--- src/rtl/sys_timer.sv ---
`default_nettype none
// ============================================================================
// Module   : sys_timer
// Purpose  : RV32 cycle/time/instret counters with a combinational CSR read
//            port, a 64-bit timecmp register and a registered timer interrupt.
// Revision : 1.0
// ============================================================================
module sys_timer #(
    parameter int unsigned TIME_DIV = 100
) (
    input  logic        clk,
    input  logic        rst_n,
    input  logic        instr_retired,
    input  logic [1:0]  timer,
    input  logic        upper,
    output logic [31:0] data,
    input  logic        cmp_we,
    input  logic        cmp_upper,
    input  logic [31:0] cmp_wdata,
    output logic        timer_irq
);

    localparam logic [1:0]  SEL_CYCLE     = 2'd0;
    localparam logic [1:0]  SEL_TIME      = 2'd1;
    localparam logic [1:0]  SEL_INSTRET   = 2'd2;
    localparam logic [15:0] PRESCALE_LAST = 16'(TIME_DIV - 1);
    localparam logic [63:0] TIMECMP_RESET = 64'hFFFF_FFFF_FFFF_FFFF;

    logic [63:0] cycle_q,   cycle_d;
    logic [63:0] time_q,    time_d;
    logic [63:0] instret_q, instret_d;
    logic [15:0] prescale_q, prescale_d;
    logic [63:0] timecmp_q, timecmp_d;
    logic        timer_irq_q, timer_irq_d;

    logic        time_tick;
    logic [63:0] read_sel;

    // ------------------------------------------------------------------------
    // Counter next-state
    // ------------------------------------------------------------------------
    always_comb begin
        prescale_d = prescale_q + 16'd1;
        time_tick  = 1'b0;
        if (prescale_q == PRESCALE_LAST) begin
            prescale_d = 16'd0;
            time_tick  = 1'b1;
        end
    end

    // Full-width adds so the low-half carry reaches the upper half in one cycle.
    always_comb begin
        cycle_d   = cycle_q + 64'd1;
        time_d    = time_q;
        instret_d = instret_q;
        if (time_tick) begin
            time_d = time_q + 64'd1;
        end
        if (instr_retired) begin
            instret_d = instret_q + 64'd1;
        end
    end

    // ------------------------------------------------------------------------
    // Compare register and interrupt
    // ------------------------------------------------------------------------
    always_comb begin
        timecmp_d = timecmp_q;
        if (cmp_we) begin
            if (cmp_upper) begin
                timecmp_d[63:32] = cmp_wdata;
            end else begin
                timecmp_d[31:0]  = cmp_wdata;
            end
        end
    end

    // Evaluated on pre-edge values, so a timecmp write shows up one edge later.
    always_comb begin
        timer_irq_d = (time_q >= timecmp_q);
    end

    // ------------------------------------------------------------------------
    // State registers
    // ------------------------------------------------------------------------
    always_ff @(posedge clk or negedge rst_n) begin
        if (!rst_n) begin
            cycle_q     <= 64'd0;
            time_q      <= 64'd0;
            instret_q   <= 64'd0;
            prescale_q  <= 16'd0;
            timecmp_q   <= TIMECMP_RESET;
            timer_irq_q <= 1'b0;
        end else begin
            cycle_q     <= cycle_d;
            time_q      <= time_d;
            instret_q   <= instret_d;
            prescale_q  <= prescale_d;
            timecmp_q   <= timecmp_d;
            timer_irq_q <= timer_irq_d;
        end
    end

    // ------------------------------------------------------------------------
    // Read path
    // ------------------------------------------------------------------------
    always_comb begin
        read_sel = 64'd0;
        case (timer)
            SEL_CYCLE:   read_sel = cycle_q;
            SEL_TIME:    read_sel = time_q;
            SEL_INSTRET: read_sel = instret_q;
            default:     read_sel = 64'd0;
        endcase
    end

    assign data      = upper ? read_sel[63:32] : read_sel[31:0];
    assign timer_irq = timer_irq_q;

endmodule
`default_nettype wire
--- config.mk ---
export PLATFORM = sky130hd
export DESIGN_NAME = sys_timer
export DESIGN_NICKNAME = d
export VERILOG_FILES = /design/src/rtl/sys_timer.sv
export SDC_FILE = /design/constraint.sdc
export NUM_CORES = 1
export LEC_CHECK = 0
export ABC_AREA = 1
export CORE_AREA = 2 2 215 217
export DETAILED_ROUTE_END_ITERATION = 12
export DIE_AREA = 0 0 217 219
export PLACE_DENSITY = 0.55
export SLEW_MARGIN = 20
export SYNTH_ARGS = -nofsm -noshare
export SYNTH_HDL_FRONTEND = slang
export SYNTH_SLANG_ARGS = --single-unit
--- constraint.sdc ---
create_clock -name clk -period 1.85 [get_ports clk]
set_input_delay 0.185 -clock clk [delete_from_list [all_inputs] [get_ports clk]]
set_output_delay 0.185 -clock clk [all_outputs]
set_load 0.02 [all_outputs]
# After elaboration in Yosys (flattened, before gate mapping)
# Index checks and enable logic that the tools add are counted.
dict set report word_totals {
  regBits 273
  output_inout_bits 33
  in_bits 40
  word_cells 23
}
dict set report op_classes {
  n_bitwise 1
  n_eq_ne 3
  addsub 4
  mux 4
  magnitude_cmp 1
  reduce_logical 3
}
# cell count
set op_table {}
lappend op_table {{adder 64 x 1 -> 64 bit (second input constant)} 3}
lappend op_table {{one-hot mux 64 bit (3 select lines)} 1}
lappend op_table {{>= comparator 64 bit} 1}
lappend op_table {{2-to-1 mux 32 bit} 1}
lappend op_table {{adder 16 x 1 -> 16 bit (second input constant)} 1}
lappend op_table {{equality test 16 x 7 -> 1 bit (second input constant)} 1}
lappend op_table {{2-to-1 mux 16 bit} 1}
lappend op_table {{AND reduction 2 bit} 2}
lappend op_table {{equality test 2 x 1 -> 1 bit (second input constant)} 1}
lappend op_table {{equality test 2 bit (second input constant)} 1}
lappend op_table {{zero test 2 bit} 1}
lappend op_table {{2-to-1 mux 1 bit} 1}
lappend op_table {{NOT 1 bit} 1}

# Depth between registers and ports, before layout
dict set report depth {
  word_depth 3
  depth_mapped 15
  depth_no_buf 15
}

# Worst setup path after synthesis
# Ideal clock, no wire load.
dict set report synth_path {
  path_kind {reg-to-reg}
  from {register instret_q[0]}
  to {register instret_q[44]}
  arrival_ns 1.570
  setup_slack_ns 0.158
  n_path_buf 0
  path_stages_with_launch 10
  setup_ns 0.123
  t_required_ns 1.727
  synth_period_minus_slack_ns 1.692
  path_cell_list {dfrtp_1 ha_1 nand3_1 nor2_2 nand2_2 nor2_4 nand2_2 nor2_2 nand3_1 xor2_1}
}
dict set report synth_via {
  elab_chain_len 1
}
# element line
set synth_lines {}
lappend synth_lines {{start, declared} 31} ;# logic [63:0] instret_q, instret_d;
lappend synth_lines {{start signal, assigned} 97} ;# instret_q <= instret_d;
lappend synth_lines {{adder 64 x 1 -> 64 bit} 60} ;# instret_d = instret_q + 64'd1;
# No other way between the ends.
# A chain may end at the register's enable or synchronous reset.

# Final worst setup path
dict set report layout_path {
  from {register time_q[16]}
  to {output port data[16]}
}
dict set report layout_via {
  elab_chain_len 2
}
# element line
set layout_lines {}
lappend layout_lines {{start, declared} 30} ;# logic [63:0] time_q, time_d;
lappend layout_lines {{start signal, assigned} 96} ;# time_q <= time_d;
lappend layout_lines {{one-hot mux 64 bit (3 select lines)} 109} ;# case (timer)
lappend layout_lines {{2-to-1 mux 32 bit} 117} ;# assign data = upper ? read_sel[63:32] : read_sel[31:0];
lappend layout_lines {{end, declared} 16} ;# output logic [31:0] data,
# No other way between the ends.

==> run metrics <==
maxcap violations 0; Synth Area in Compound Gates 0.0861; Final Worst Setup Slack -0.0333 ns; dpl hpwl 57,800 um; Final Hold Fails 0; fin cells 3,597; Core Box Area 45,100 sq um; clock root buffer master clkbuf_16; via count 18,700; final hold slack 0.130 ns; WP data arrival 1.70 ns; highest metal used met4; post-route ant nets 0; n_diodes 0; max frequency 531 MHz; CTS tree yes; Total Wirelength around 72,000 um; Cells after DPL between 3,000 and 4,000; Clock Path Buffers 3; CP Data Required Time 1.66 ns; FP Rows 78; synth cell count leaders 712 x nand2_1, 346 x nor2_1, 334 x inv_1; buffers and inverters on the worst path 1; largest family of logic cells by synthesized area simple AND/OR/NAND/NOR gates; RSZ-0062 raised after global routing yes; sequential power share 0.413; startpoint types register; Sw Pwr between 0.004 and 0.005 W; sequential area share after synthesis 0.386; leak pwr 11.3 nW; Synth top area share 0.292; Pwr per Cell Area around 640 nW/um^2; # nets final around 3,100; EDFF count, synth 0; Post-Syn Nets 2,632; pre-CTS setup slack -0.900 ns; CTS Buf Count 36; Synth-to-Final Area Change 38.7%; Worst VDD drop about 1000 uV; register bit total from synthesis 273; Clk pwr share 0.454; relative slew slack 0.718; ys flop type dfrtp_1; Hold Crit Class in -> async; status finished with violations; H-tree depth 2; Slowest-stage cell, CP dfrtp_1; Final period util 1.02; Slew Limit Fails 0; first drt pass iteration count 5; CP Capture Type primary output; Residual DRC 0; synth top area cells dfrtp_1 29%, nand2_1 15%, dfstp_2 9.4%, nor2_1 7.2%, inv_1 7.0%; routability congestion estimate 1.01; critical path type reg -> out; crit path time final 1.88 ns; biggest cell delay along the critical path 0.44 ns; metal2 WL between 30,000 and 40,000 um; violated checks negative setup slack; Iter 0 DRT Violations 1,478; met3 wire len just under 5000 um; Synth Area in XOR/XNOR 0.0684; Post-synth ARST share 1.00; area leader, netlist dfrtp_1; clk_lat worst skew 0.57 ns; part of the power in combinational logic 0.132; Mapped Area 17,900 sq um; clock skew between 0.015 and 0.02 ns; worst-margin pin slew between 0.4 and 0.5 ns; vias in the first global route 18,200; Initial Utilization 0.397; die area 47,500 sq um; Synth Area in Adders 0.0475; Synth Area in Simple Gates 0.331; die width 217 um; Syn Inst Count 2,524; CP Max Fanout 2; largest net degree at the start of global routing 65; initial antenna violation count 1; Yosys cell types between 40 and 50; Num Clock Sinks 273; switching fraction of total power 0.273; CP top delay family flip-flops; post-synthesis mux area share 0; setup TNS -0.105 ns; total grt overflow 0; share of the core filled with cells 0.551; Routed wire per std cell approximately 20 um; yosys warns 0; Ports 73; share of cells above drive strength 1 0.316; final setup fails 6; Chip Height 219 um; first-pass GRT wire length around 110,000 um; worst-path cell chain nand3_1 > o211ai_1 > o21ai_1 > a31oi_2 > buf_4; number of I/O port buffers 72; Synth Area per Inst ~7.1 sq um; most frequent cell after synthesis nand2_1; internal power 0.0116 W; gr usage total 0.304; M1 WL roughly 31,000 um; clock slew at reported path FFs 0.06 ns; Via density approximately 5.2
==> per-stage QoR <==
stage               area [sq um]  total power (W)
detailed placement         21800          0.00847
finish                     24900           0.0160
global route               24900           0.0166
global placement           21800          0.00842
floorplan                  17900          0.00756
CTS                        23500           0.0159
==> layout by cell type (no fill, tap or decap), drive strengths merged, types with 3 or more instances in the layout <==
master,synthesis,routed
clkbuf,38,55
nor2,366,366
and3,4,4
clkdlybuf4s50,0,37
nand2,721,721
xnor2,29,29
and2,9,9
nor4,5,5
nand3,130,130
o22ai,27,27
o211ai,4,4
o221ai,6,6
xor2,111,111
clkinv,2,4
buf,8,413
ha,68,68
a221oi,19,19
clkinvlp,0,5
nand4,53,53
a21oi,48,48
or2,3,3
nor3,78,78
nand3b,9,9
o21ai,166,166
dfrtp,209,209
inv,336,339
dfstp,64,64
nor3b,3,3
a31oi,4,4
==> power groups by stage <==
stage | registers [W] | clock network [W] | logic (W)
2_1_floorplan | 0.00664 | 0 | 0.000921
3_3_place_gp | 0.00669 | 0 | 0.00173
3_5_place_dp | 0.00669 | 0 | 0.00178
4_1_cts | 0.00661 | 0.00740 | 0.00186
5_1_grt | 0.00664 | 0.00764 | 0.00235
6_report | 0.00661 | 0.00727 | 0.00212
==> layout make-up <==
| type | instances | area, sq um |
|---|---|---|
| flip-flops and latches | 273 | 6960 |
| clock inverters | 12 | 130 |
| well taps | 600 | 751 |
| fillers | 4363 | 20200 |
| multi-input cells | 1867 | 10700 |
| inverters | 338 | 1300 |
| clock buffers | 54 | 1090 |
| repair buffers | 453 | 3940 |
==> worst reg2reg max path, cell delays in order (launching register included) <==
cell and delay [ns]:
dfrtp_1 0.38, buf_4 0.14, buf_4 0.15, ha_4 0.26, nand2_2 0.06, nor2_2 0.12
nor3b_4 0.25, nand2_4 0.10, nor2_4 0.10, nand2_1 0.05, nand2_1 0.07, nor2_1 0.04
nand2_1 0.07
==> state kept, by name, summed over array words and instances, names as in the netlist <==
register and cells:
cycle_q 64, prescale_q 16, timer_irq 1, time_q 64
timecmp_q 64, instret_q 64
==> final timing paths <==
check	from	endpoint	slack, ns	depth (start not counted)
hold / removal	rst_n	instret_q[1]	0.13	2
max in group asynchronous	rst_n	cycle_q[38]	0.96	3
hold reg to reg	timecmp_q[20]	timecmp_q[20]	0.49	2
setup / recovery	time_q[16]	data[16]	-0.03	5
setup reg to reg	time_q[55]	timer_irq	-0.02	12
min in group clk	cmp_wdata[3]	timecmp_q[35]	0.15	3
==> cells by family after synthesis <==
group | Yosys count
simple gates | 1381
buf+inv | 384
fa+ha+maj | 68
flops | 273
xor+xnor | 140
compound gates | 278
==> layer usage <==
layer / global-route usage / vias to the layer above
li1: - / 9006
met3: 0.0457 / 145
met2: 0.501 / 659
met5: 0 / -
met1: 0.400 / 8938
met4: 0.124 / 0
==> repair_timing <==
action	4_1_cts	5_1_grt
endpoints found under the hold margin	187	0
resized for setup	377	309
pin swaps	40	86
hold buffers	1	0
setup endpoints to repair	58	134
setup buffers	45	45
No activity file was read; power rests on OpenSTA's default activity.
==> patch (same flow settings) <==
The output `timer_irq` loses its register stage (`timer_irq_q` becomes a continuous assignment).
--- a/src/rtl/sys_timer.sv
+++ b/src/rtl/sys_timer.sv
@@ -91,5 +91,4 @@
             prescale_q  <= 16'd0;
             timecmp_q   <= TIMECMP_RESET;
-            timer_irq_q <= 1'b0;
         end else begin
             cycle_q     <= cycle_d;
@@ -98,7 +97,8 @@
             prescale_q  <= prescale_d;
             timecmp_q   <= timecmp_d;
-            timer_irq_q <= timer_irq_d;
         end
     end
+
+    assign timer_irq_q = timer_irq_d;
 
     // ------------------------------------------------------------------------
Function: changed (Yosys sat finds a counterexample within 4 cycles, from zero or initial values and one cycle with rst_n low).
==> patch against the original RTL <==
  * The run still ends with setup timing left
  * Power decreased by 1.9%
  * Sequential power about the same
  * Highest routed layer unchanged
  * Setup slack got worse by 840 ps
  * Wire length increased by 4.5%
  * Area after synthesis decreased by 0.14%
  * Fmax decreased by 31%
  * Sequential cell count decreased by 1
  * Critical path type unchanged
  * Final area increased by 5.3%
  * Combinational power decreased by 4%
  * Register-to-register slack got worse by 510 ps
  * Die area unchanged
  * Largest power group unchanged
==> patch: results (changes against the original RTL) <==
multi-input logic area=0.01137 mm2 (was 0.01069 mm2); dpl cell area=0.02220 mm2 (was 0.02182 mm2); Placed Instances=3519 (was 3458); DRT iter0 DRCs=1495 (was 1478); Non-CTS buffers=507 (was 453); XOR/XNOR Fraction of Synth Area=6.851% (was 6.842%); Seq group=6.60 mW (was 6.61 mW); final setup violation count=73 (was 6); Int Pwr=11.35 mW (was 11.62 mW); outcome=finished, violations left (unchanged); Peak supply drop=0.0008024 V (was 0.001030 V); final WL=75.24 mm (was 72.00 mm); Final WS setup=-877.5 ps (was -33.26 ps); failing checks=setup timing (unchanged); layout cell share with drive strength beyond 1=33.76% (was 31.63%); Seq area share=26.43% (was 28.01%); pwr dens=599.7 mW/mm2 (was 643.5 mW/mm2); Adder-Cell Fraction of Synth Area=4.754% (was 4.747%); number of synthesized register bits=272 (was 273); nets=3130 (was 3077); Pre-antenna DRT Iters=7 (was 5); Fillers=4292 (was 4363); setup repair bufs after CTS=57 (was 45); Worst EP arrival=2540 ps (was 1700 ps); top cells by count, synth=712 x nand2_1, 346 x nor2_1, 334 x inv_1 (unchanged); Final Power=15.69 mW (was 15.99 mW); max-slew headroom at the worst pin=63.54% (was 71.83%); synth top area cells=dfrtp_1 29%, nand2_1 15%, dfstp_2 9.4% (unchanged); Reg2Reg Setup Slack=-530 ps (was -20 ps); CP peak stage delay=540 ps (was 440 ps); NonClk Buf Share=17.37% (was 15.83%); Place WS=-902.6 ps (was -900.4 ps); Final Skew=19.26 ps (was 19.38 ps); Clk. pwr=7.04 mW (was 7.27 mW); CTS-repair resized insts=637 (was 377)
[patch: final timing paths]
check,start,endpoint,depth (start not counted)
max in group asynchronous,rst_n,timecmp_q[42]$_DFFE_PN1P_,3
min in group clk,cmp_wdata[18],timecmp_q[18]$_DFFE_PN1P_,3
setup reg to reg,time_q[30]$_DFFE_PN0N_,time_q[35]$_DFFE_PN0N_,19
setup / recovery,timecmp_q[30]$_DFFE_PN1P_,timer_irq,12
hold / removal,rst_n,instret_q[56]$_DFFE_PN0P_,2
hold reg to reg,timecmp_q[23]$_DFFE_PN1P_,timecmp_q[23]$_DFFE_PN1P_,2
[patch: cell families after synthesis]
family / Yosys count
AO/OA/AOI/OAI: 278
XOR/XNOR: 140
adder cells (fa/ha/maj): 68
buffers and inverters: 384
flip-flops: 272
AND/OR/NAND/NOR: 1381
[patch: metal layers]
layer | wire (um) | global-route usage, %
met2 | 35920 | 54.41
met1 | 32900 | 42.06
met4 | 2833 | 10.82
met5 | 0 | 0
met3 | 3583 | 3.077
